$ cat config.mk
export PLATFORM = sky130hd
export DESIGN_NAME = heater_pwm_driver
export DESIGN_NICKNAME = d
export VERILOG_FILES = /design/src/rtl/heater_pwm_driver_pkg.sv /design/src/rtl/heater_pwm_driver_tick_divider.sv /design/src/rtl/heater_pwm_driver.sv
export SDC_FILE = /design/constraint.sdc
export NUM_CORES = 1
export LEC_CHECK = 0
export BUFFER_PORTS_ARGS = -buffer_cell sky130_fd_sc_hd__buf_2
export CORE_UTILIZATION = 56
export CTS_CLUSTER_SIZE = 8
export DETAILED_ROUTE_END_ITERATION = 8
export GPL_TIMING_DRIVEN = 0
export PLACE_DENSITY = 0.77
export REMOVE_ABC_BUFFERS = 1
export SYNTH_ARGS = -nofsm -noshare
export SYNTH_HDL_FRONTEND = slang
export SYNTH_SLANG_ARGS = --single-unit
$ cat constraint.sdc
create_clock -name clock -period 3.5 [get_ports clock]
set_input_delay 0.175 -clock clock [delete_from_list [all_inputs] [get_ports clock]]
set_output_delay 0.175 -clock clock [all_outputs]
set_load 0.005 [all_outputs]
$ cat src/rtl/heater_pwm_driver_pkg.sv
// Shared types and constants for the heater PWM driver.
// Mode encoding is visible on the mode pin, so values are fixed.
package heater_pwm_driver_pkg;

  typedef enum logic [1:0] {
    MODE_HEAT = 2'd0,
    MODE_DEAD = 2'd1,
    MODE_COOL = 2'd2
  } mode_e;

  localparam logic [7:0] PWM_MAX = 8'd254;

  function automatic logic duty_on(
    input logic [7:0] cnt,
    input logic [7:0] lvl
  );
    return cnt < lvl;
  endfunction

endpackage

$ cat src/rtl/heater_pwm_driver_tick_divider.sv
// Prescaler: one tick every PRESCALE clocks.
// Tick is high in the last clock of each prescale window.
module heater_pwm_driver_tick_divider #(
  parameter int PRESCALE = 4
) (
  input  logic clock,
  input  logic reset,
  output logic tick
);

  localparam int PW = (PRESCALE > 1) ? $clog2(PRESCALE) : 1;
  localparam logic [PW-1:0] LAST = PW'(PRESCALE - 1);

  logic [PW-1:0] pre_q;
  logic [PW-1:0] pre_d;

  assign tick = (pre_q == LAST);

  always_comb begin
    pre_d = pre_q + PW'(1);
    if (tick) pre_d = '0;
  end

  always_ff @(posedge clock) begin
    if (!reset) pre_q <= '0;
    else        pre_q <= pre_d;
  end

endmodule

$ cat src/rtl/heater_pwm_driver.sv
// Heater PWM / cooler enable driver with dead-time direction FSM.
// Inputs are latched only at the period wrap so duty never glitches.
module heater_pwm_driver
  import heater_pwm_driver_pkg::*;
#(
  parameter int PRESCALE     = 4,
  parameter int DEAD_PERIODS = 2
) (
  input  logic       clock,
  input  logic       reset,
  input  logic [7:0] level,
  input  logic       neg,
  output logic       heat_pwm,
  output logic       cool_on,
  output logic       period_start,
  output logic [1:0] mode
);

  localparam int DW = $clog2(DEAD_PERIODS + 1);
  localparam logic [DW-1:0] DEAD_INIT = DW'(DEAD_PERIODS);

  logic          tick;
  logic          boundary;

  logic [7:0]    cnt_q,  cnt_d;
  logic [7:0]    lvl_q,  lvl_d;
  logic          neg_q,  neg_d;
  mode_e         mode_q, mode_d;
  mode_e         tgt_q,  tgt_d;
  logic [DW-1:0] dead_q, dead_d;
  logic          heat_q, heat_d;
  logic          cool_q, cool_d;
  logic          ps_q,   ps_d;

  heater_pwm_driver_tick_divider #(
    .PRESCALE(PRESCALE)
  ) u_div (
    .clock(clock),
    .reset(reset),
    .tick (tick)
  );

  assign boundary = tick && (cnt_q == PWM_MAX);

  always_comb begin
    cnt_d = cnt_q;
    if (tick) cnt_d = boundary ? 8'd0 : cnt_q + 8'd1;
  end

  always_comb begin
    lvl_d = lvl_q;
    neg_d = neg_q;
    if (boundary) begin
      lvl_d = level;
      neg_d = neg;
    end
  end

  // Direction FSM; target is frozen on DEAD entry.
  always_comb begin
    mode_d = mode_q;
    tgt_d  = tgt_q;
    dead_d = dead_q;
    if (boundary) begin
      unique case (mode_q)
        MODE_HEAT: begin
          if (neg_d) begin
            mode_d = MODE_DEAD;
            tgt_d  = MODE_COOL;
            dead_d = DEAD_INIT;
          end
        end
        MODE_COOL: begin
          if (!neg_d) begin
            mode_d = MODE_DEAD;
            tgt_d  = MODE_HEAT;
            dead_d = DEAD_INIT;
          end
        end
        MODE_DEAD: begin
          dead_d = dead_q - DW'(1);
          if (dead_q == DW'(1)) mode_d = tgt_q;
        end
        default: begin
          mode_d = MODE_HEAT;
          dead_d = '0;
        end
      endcase
    end
  end

  // Both drives derive from the same next mode, so they can never overlap.
  always_comb begin
    heat_d = (mode_d == MODE_HEAT) && duty_on(cnt_d, lvl_d);
    cool_d = (mode_d == MODE_COOL);
    ps_d   = boundary;
  end

  always_ff @(posedge clock) begin
    if (!reset) begin
      cnt_q  <= 8'd0;
      lvl_q  <= 8'd0;
      neg_q  <= 1'b0;
      mode_q <= MODE_HEAT;
      tgt_q  <= MODE_HEAT;
      dead_q <= '0;
      heat_q <= 1'b0;
      cool_q <= 1'b0;
      ps_q   <= 1'b0;
    end else begin
      cnt_q  <= cnt_d;
      lvl_q  <= lvl_d;
      neg_q  <= neg_d;
      mode_q <= mode_d;
      tgt_q  <= tgt_d;
      dead_q <= dead_d;
      heat_q <= heat_d;
      cool_q <= cool_d;
      ps_q   <= ps_d;
    end
  end

  assign heat_pwm     = heat_q;
  assign cool_on      = cool_q;
  assign period_start = ps_q;
  assign mode         = mode_q;

endmodule

# Yosys cells after proc, flatten, opt, wreduce, memory -nomap -nowiden
# Cells that the tools add are included.
[word_totals]
out_inout_bits = 5
input_bits = 11
register_bits = 28
[op_classes]
n_bitwise = 1
n_mux = 14
magnitude_cmp = 1
n_reduce_logical = 8
add_sub_neg = 3
eq_ne = 8
[ops]
columns = ["cell", "count"]
rows = [
  ["2-to-1 mux 8 bit", 3],
  ["2-to-1 mux 2 bit", 7],
  ["case mux 2 bit (3 select lines)", 2],
  ["adder 8 x 1 -> 8 bit, second input constant", 1],
  ["== test 8 bit, second input constant", 1],
  ["< comparator 8 bit", 1],
  ["== test 2 bit, second input constant", 3],
  ["== test 2 x 1 -> 1 bit, second input constant", 2],
  ["zero test 2 bit", 2],
  ["!= test 2 bit, second input constant", 2],
  ["case mux 2 bit (2 select lines)", 1],
  ["AND reduction 4 bit", 1],
  ["AND reduction 3 bit", 1],
  ["adder 2 x 1 -> 2 bit, second input constant", 1],
  ["logical AND 1 bit", 2],
  ["nonzero test 2 bit", 1],
  ["OR reduction 2 bit", 1],
  ["subtractor 2 x 1 -> 2 bit, second input constant", 1],
  ["2-to-1 mux 1 bit", 1],
  ["NOT 1 bit", 1],
]

# Longest topological paths before layout
# Gate-level depths: netlist of the first run.
[logic_depth]
ltp_word = 8
ltp_mapped = 13
ltp_nobuf = 12

# Cells and area by module
# From an unflattened synthesis of the first run, not the netlist that was laid out.
[hier_totals]
cells_unflattened = 140
hier_area_um2 = 1307.5
[by_module_without_submodules]
columns = ["module", "cells_per_inst", "area_each_um2", "seq_area_each_um2", "n_inst"]
rows = [
  ["heater_pwm_driver", 135, 1233.7, 480.5, 1],
  ["heater_pwm_driver_tick_divider", 5, 73.8, 40.0, 1],
]

# Worst setup path after synthesis of the first run
# OpenSTA, ideal clock, no wires.
[synth_timing]
path_kind = "register -> register"
start = "reg cnt_q[0]"
end = "reg heat_q, in the netlist heat_pwm"
stages_incl_launch_ff = 14
setup_ns = 0.060
slack_ns = 1.007
t_arrival_ns = 2.434
n_path_buf = 2
synth_period_minus_slack_ns = 2.493
cell_sequence = "dfxtp_1 inv_1 ha_1 nand4_1 or2_1 buf_6 buf_12 mux2i_1 ha_1 nand3_1 nor2_1 a221o_1 a311oi_1 and3_1"
[synth_between]
elab_chain_len = 8
elab_cells_between_ends = 14
[synth_rtl]
columns = ["item", "line_no", "text"]
rows = [
  ["start, declared", "heater_pwm_driver.sv:25", "logic [7:0] cnt_q, cnt_d;"],
  ["start signal, assigned", "heater_pwm_driver.sv:111", "cnt_q <= cnt_d;"],
  ["parallel branches: the longest is 7 deep, another holds adder 8 x 1 -> 8 bit", "--", ""],
  ["logical AND 1 bit *", "heater_pwm_driver.sv:94", "heat_d = (mode_d == MODE_HEAT) && duty_on(cnt_d, lvl_d);"],
  ["end signal, assigned", "heater_pwm_driver.sv:117", "heat_q <= heat_d;"],
  ["end, declared", "heater_pwm_driver.sv:31", "logic heat_q, heat_d;"],
]
# Every way passes the cells marked *.
# A chain may end at the register's enable or synchronous reset.

# Final worst setup path of the first run
[layout_timing]
start = "reg u_div.pre_q[0]"
end = "reg heat_q, in the netlist heat_pwm"
[layout_between]
elab_chain_len = 8
elab_cells_between_ends = 13
[layout_rtl]
columns = ["item", "line_no", "text"]
rows = [
  ["start, declared", "heater_pwm_driver_tick_divider.sv:14", "logic [PW-1:0] pre_q;"],
  ["start signal, assigned", "heater_pwm_driver_tick_divider.sv:26", "else pre_q <= pre_d;"],
  ["== test 2 bit *", "heater_pwm_driver_tick_divider.sv:17", "assign tick = (pre_q == LAST);"],
  ["parallel branches: the longest is 6 deep, another holds < comparator 8 bit", "--", ""],
  ["logical AND 1 bit *", "heater_pwm_driver.sv:94", ""],
]
# Marks and branches as above.

==> results of run 1 <==
## kinds of logic (layout without fill, tap and decap cells)
logic type	count (synthesis)	in the layout	share of synthesized area
fa+ha+maj	11	11	0.102
buf+inv	9	22	0.0493
simple gates	57	57	0.238
compound gates	24	24	0.125
xor+xnor	6	6	0.0390
flops	26	26	0.387
mux	8	8	0.0604
## how the worst min path moves through the flow
stage / slack [ns] / depth (start not counted) / end / from
floorplan: 0.30 / 1 / cnt_q[1] / reset
global placement: 0.41 / 1 / u_div.pre_q[0] / u_div.pre_q[0]
detailed placement: 0.42 / 1 / u_div.pre_q[0] / u_div.pre_q[0]
CTS: 0.13 / 3 / lvl_q[3] / level[3]
global route: 0.13 / 3 / lvl_q[5] / level[5]
finish: 0.13 / 3 / lvl_q[3] / level[3]
## Yosys cell counts, types with 2 or more instances
library cell  count  area share
xor2_1            4       0.026
inv_1             3      0.0084
dfxtp_1          26        0.39
clkbuf_1          2      0.0056
mux2i_1           7       0.052
nand2_1           7       0.020
nor3b_1           2       0.011
a21o_1            2       0.011
buf_6             2       0.017
nand2b_1          3       0.014
o21ai_0           6       0.022
nor2_1           12       0.033
and3b_1           2       0.013
nand3_1           4       0.015
a21oi_1           6       0.022
nand4_1           3       0.014
nor2b_1          11       0.051
ha_1             11        0.10
and2_1            6       0.028
xnor2_1           2       0.013
## final cells by class
class / count / area (um2) / share of cell area
flip-flops and latches: 26 / 520 / 0.358
multi-input cells: 106 / 759 / 0.522
well taps: 28 / 35.0 / 0.0241
clock inverters: 1 / 30.0 / 0.0207
clock buffers: 3 / 22.5 / 0.0155
repair buffers: 15 / 75.1 / 0.0516
inverters: 3 / 11.3 / 0.00775
## routing by layer
| layer | part of all wire | routed length, um | global-route usage |
|---|---|---|---|
| met2 | 0.47 | 1030 | 0.327 |
| met4 | 0.012 | 25 | 0.0972 |
| met1 | 0.49 | 1050 | 0.230 |
| met5 | 0 | 0 | 0 |
| met3 | 0.030 | 65 | 0.0506 |
## power groups by stage
stage	Combinational, mW	Sequential [mW]	Clock [mW]
2_1_floorplan	0.0144	0.308	0
3_3_place_gp	0.0245	0.309	0
3_5_place_dp	0.0258	0.309	0
4_1_cts	0.0260	0.303	0.212
5_1_grt	0.0287	0.303	0.222
6_report	0.0257	0.302	0.208
## worst max-delay path, stage by stage (launching register included)
cell      delay, ns
dfxtp_1        0.36
ha_1           0.39
nand4_1        0.21
or2_1          0.49
mux2i_1        0.30
ha_1           0.28
nand3_1        0.11
nor2_1         0.07
a221o_1        0.34
a311oi_1       0.23
and3_1         0.20
## registers in the layout, indices dropped and copies added (netlist names)
name,count
dead_q,2
cnt_q,8
u_div.pre_q,2
heat_pwm,1
mode,2
tgt_q,1
period_start,1
cool_on,1
lvl_q,8
## through the flow
stage | total power [mW] | hold slack (ns)
5_1_grt | 0.554 | 0.129
2_1_floorplan | 0.323 | 0.297
6_report | 0.537 | 0.132
3_5_place_dp | 0.335 | 0.418
4_1_cts | 0.540 | 0.130
3_3_place_gp | 0.333 | 0.412
==> results.md, run 1 <==
- CP Launch Type: flip-flop
- Die width: around 51 um
- Commonest non-fill, non-tap cell in the layout: dfxtp_1
- Most frequent cells in the layout: dfxtp_1 (26), buf_2 (15), nor2_1 (12)
- Worst-Skew Late Latency: approximately 0.32 ns
- Diode count: 0
- Cell Count, Final, Fillers Out: 182
- First-pass detailed-route iteration total: 4
- Sw Ratio: 0.200
- Die Y-Extent: 51.0 um
- Area delta synth->final: 7.99%
- Leakage: 0.659 nW
- R2R Path End: heat_pwm
- Cell variety after synth: 40
- CTS tree: done
- CP required: 3.78 ns
- Pre-CTS setup slack: 0.527 ns
- First-pass GRT wire length: 3830 um
- # hold bufs at CTS: 0
- Fin util: 0.651
- Fmax: about 0.34 GHz
- Reg clk slew, reported paths: ~0.15 ns
- Placed Instances: 178
- Post-synth EDFFs: 0
- CTS Buffer Depth: 2
- Routed length per instance: 11.9 um
- Vias in the first global route: 923
- Initial drt markers: 12
- Status: completed
- R2r setup slk: 0.51 ns
- Clock power frac: 0.388
- Initial Util: 0.603
- Crit path max fanout: 13
- Int Pwr: 0.429 mW
- Avg Vias per Cell: 5.34
- Final TNS setup: 0 ns
- Psw: 0.107 mW
- Peak supply drop: 0.233 mV
- H-tree depth: 1
- Total Wirelength: 2170 um
- Crit path kind: flip-flop to flip-flop
- Register share of total power: 0.564
- Max Cap Viol: 0
- PortBufs: 15
- Core ar.: 2230 um2
- FF-to-FF path depth: 10
- RSZ-0062 raised after global routing: no
- Power Density: 369 nW/um2
- Post-CTS Setup Bufs: 0
- Worst min-delay path class: input port to flip-flop
- Placement Rows: 17
- Hold Vio Cnt, Final: 0
- Synthesized area: 1350 um2
- Combinational share of power: 0.048
- PostCTS Resize Cnt: 0
- Post-DP HPWL: ~1600 um
- Grt total ovfl: 0
- Nets: 177
- Max-slew headroom: 0.547
- FF-to-FF Start: u_div.pre_q[0]
- Cells after Synth: 141
- Setup ws final: 0.515 ns
- ANT nets after route: 0
- Tmin final: 2.99 ns
- CP Capture Point: heat_pwm
- Final setup fails: 0
- Endpoint class of the critical path: flip-flop
- Final Cycle Share: 0.853
- CP startpoint: u_div.pre_q[0]
- Total track usage: 0.196
- Register bit total from synthesis: 26
- Register area share after synthesis: 0.387
- Post-synthesis async set-or-reset flop share: 0
- Crit path DAT: 3.27 ns
- Layout cells sized above 1: 0.169
- Worst-Margin Slew: 0.677 ns
- Final Skew: 0.0107 ns
- Count of pins over their slew limit: 0
- Mean Syn Cell Area: 9.55 um2
- Fillers: 186
- Initial antenna violation count: 0
- RePlAce Congestion: 0.756
- Vias: 971
- Post-DP Area: 1400 um2
- Syn. warnings: 0
- Top Ports: 16
- Design area: 1450 um2
- Post-route DRC: 0
- Clock Tree Root: clkbuf_4
- Area of the die: roughly 2600 um2
- CTS Buf Count: 3
- Largest net degree at the start of global routing: 25
- Clock Sinks: 26
- Post-synth top flop: dfxtp_1
(Power assumes the default switching activity.)
==> run 2: changes to the inputs <==
Settings changed: CELL_PAD_IN_SITES_DETAIL_PLACEMENT from default to 2, CELL_PAD_IN_SITES_GLOBAL_PLACEMENT from default to 2, CORE_UTILIZATION 56 to 35, PLACE_DENSITY 0.77 to default, PLACE_DENSITY_LB_ADDON from default to 0.1.
Clock period 3.5 ns to 2.9 ns, I/O delays scaled along.
==> run 2 against run 1 <==
Effect of this change:
- cell count up 12%
- die area up 57%
- sequential power up 22%
- non-clock buffer count up 2
- register-to-register slack worse by 0.24 ns
- critical path depth unchanged
- power up 19%
- combinational power up 39%
- global-route usage down 2.7 points
- core utilization down 24 points
- final area up 5.3%
- clock power up 13%
==> results.md, run 2 (same netlist as run 1, synthesis figures left out) <==
- Sw Ratio: 0.214 (+0.0140)
- Core ar.: 3690 um2 (+65%)
- Worst-Skew Late Latency: 0.27 ns (-0.05 ns)
- Die Y-Extent: 64.0 um (+25%)
- Buffer and inverter count on the worst path: 0 (unchanged)
- Largest net degree at the start of global routing: 25 (unchanged)
- Max-slew headroom: 0.755 (+0.208)
- First-pass detailed-route iteration total: 3 (-1)
- Max Cap Viol: 0 (unchanged)
- Initial antenna violation count: 0 (unchanged)
- Die width: 64.0 um (+25%)
- H-tree depth: 1 (unchanged)
- Cell Count, Final, Fillers Out: 204 (+12%)
- Clock power frac: 0.370 (-0.018)
- Clock Tree Root: clkbuf_8
- Layout cells sized above 1: 0.224 (+0.0555)
- Setup ws final: 0.270 ns (-0.245 ns)
- Routed length per instance: 15.0 um (+26%)
- Worst min-delay path class: input port to flip-flop
- Total track usage: 0.169 (-0.0269)
- Final Cycle Share: 0.907 (+0.0540)
- Endpoint class of the critical path: flip-flop
- CTS Buf Count: 3 (unchanged)
- Fmax: 0.380 GHz (+14%)
- Top Registers: cnt_q: 8 flops, lvl_q: 8 flops
- Worst path cell trace: ha_4 -> nand4_1 -> or2_4 -> mux2i_1 -> ha_1 -> nand3_1 -> nor2_1 -> a221o_1 -> a311oi_1 -> and3_1
- Vias: 1054 (+8.5%)
- PortBufs: 15 (unchanged)
- RSZ-0062 raised after global routing: no
- Psw: 0.137 mW (+27%)
- Area of the die: 4100 um2 (+57%)
- Largest stage delay on the critical path: 0.39 ns (-0.10 ns)
- Avg Vias per Cell: 5.17 (-3.2%)
- Crit path max fanout: 11 (-2)
- Int Pwr: 0.502 mW (+17%)
- # hold bufs at CTS: 0 (unchanged)
- Diode count: 0 (unchanged)
- CTS Buffer Depth: 2 (unchanged)
- Status: completed
- Clock Sinks: 26 (unchanged)
- Worst Hold Depth: 3 (unchanged)
- Nets: 179 (+1.1%)
- Worst Min Path Start: level[3]
- Power Density: 417 nW/um2 (+13%)
- Peak supply drop: 0.167 mV (-29%)
- ANT nets after route: 0 (unchanged)
- First-pass GRT wire length: 5240 um (+37%)
- R2r setup slk: 0.27 ns (-0.24 ns)
- Tmin final: 2.63 ns (-0.355 ns)
- Leakage: 0.651 nW (-1.1%)
- WHS: 0.172 ns (+0.0398 ns)
- Most frequent cells in the layout: dfxtp_1 (25), buf_2 (15), nor2_1 (11), nor2b_1 (11), ha_1 (10)
- Placed Instances: 198 (+11%)
- CTS tree: done
- Pre-CTS setup slack: -0.298 ns (-0.825 ns)
- Initial Util: 0.365 (-0.238)
- FF-to-FF path depth: 10 (unchanged)
- Total Wirelength: 3060 um (+41%)
- RePlAce Congestion: 0.725 (-4.1%)
- Top Ports: 16 (unchanged)
- CP max-delay cell: dfxtp_1
- R2R Path End: heat_pwm
- Combinational share of power: 0.056 (+0.008)
- Grt total ovfl: 0 (unchanged)
- Placement Rows: 22 (+5)
- Crit path kind: flip-flop to flip-flop
- FF-to-FF Start: u_div.pre_q[0]
- Final setup fails: 0 (unchanged)
- Reg clk slew, reported paths: 0.09 ns (-0.06 ns)
- Initial drt markers: 54 (+42)
- Register share of total power: 0.574 (+0.010)
- Area delta synth->final: 13.8%
- CP Launch Type: flip-flop
- Count of pins over their slew limit: 0 (unchanged)
- Post-DP HPWL: 2260 um (+42%)
- Crit path DAT: 2.85 ns (-0.42 ns)
- Vias in the first global route: 1173 (+27%)
- Kind of cell adding the most delay to the critical path: simple AND/OR/NAND/NOR gates
- Final Skew: 0.00399 ns (-0.00668 ns)
- CP required: 3.12 ns (-0.66 ns)
- Min-Delay Endpoint: lvl_q[3]
- Worst-Margin Slew: 0.367 ns (-0.310 ns)
- Commonest non-fill, non-tap cell in the layout: dfxtp_1
- Hold Vio Cnt, Final: 0 (unchanged)
- Post-route DRC: 0 (unchanged)
-- run 2: cell count changes in the layout (fill, tap and decap cells not counted), moves of 2 or more --
| cell | before | now |
|---|---|---|
| buf_4 | 0 | 2 |
| mux2i_2 | 0 | 3 |
| clkbuf_8 | 0 | 4 |
| mux2i_1 | 7 | 4 |
| clkbuf_4 | 3 | 0 |
-- run 2: stage by stage --
step | cell area [um2] | setup TNS (ns) | util | power, mW
after detailed placement | 1430 | -0.298 | 0.387 | 0.407
after global routing | 1530 | 0 | 0.415 | 0.667
final | 1530 | 0 | 0.415 | 0.639
after floorplan | 1290 | 0 | - | 0.390
after CTS | 1490 | 0 | 0.404 | 0.644
after global placement | 1430 | -0.116 | 0.387 | 0.404
-- run 2: power by group through the flow --
stage,Clock (mW),Combinational (mW),Sequential [mW]
floorplan,0,0.0174,0.372
global placement,0,0.0310,0.373
detailed placement,0,0.0338,0.373
CTS,0.245,0.0343,0.365
global route,0.259,0.0398,0.367
finish,0.236,0.0357,0.367
-- run 2: worst max path at each step --
stage	slack, ns	depth (start not counted)	start	endpoint
global route	0.05	10	u_div.pre_q[0]	heat_pwm
floorplan	0.29	10	u_div.pre_q[0]	heat_pwm
finish	0.27	10	u_div.pre_q[0]	heat_pwm
global placement	-0.12	11	cnt_q[0]	heat_pwm
CTS	0.07	10	u_div.pre_q[0]	heat_pwm
detailed placement	-0.30	10	u_div.pre_q[0]	heat_pwm
-- run 2: metal layers --
| layer | GRT usage | up-vias | part of all wire |
|---|---|---|---|
| met5 | 0 | - | 0 |
| met4 | 0.0597 | 0 | 0.014 |
| met3 | 0.0268 | 5 | 0.020 |
| met2 | 0.320 | 12 | 0.52 |
| met1 | 0.187 | 518 | 0.45 |
| li1 | - | 519 | - |
-- run 2: worst reg2reg max path: cells and delay by family, from the launching register on --
family                   cells  cell delay [ns]
AND/OR/NAND/NOR              5             0.89
AO/OA/AOI/OAI                2             0.56
adder cells (fa/ha/maj)      2             0.51
flip-flops                   1             0.39
multiplexers                 1             0.23
-- run 2: final cells by class --
class	instances	area, um2
inverter	3	11.3
fill	424	2160
sequential	26	522
multi-input combinational	106	793
clock buffer	4	55.1
timing repair buffer	17	90.1
tap	48	60.1
-- run 2: what timing repair did --
item                                   in CTS  in global routing
endpoints found under the hold margin       0                  0
setup endpoints to repair                   1                  1
pin swaps                                   0                  1
buffers inserted                            0                  2
gates resized for setup                     4                  6
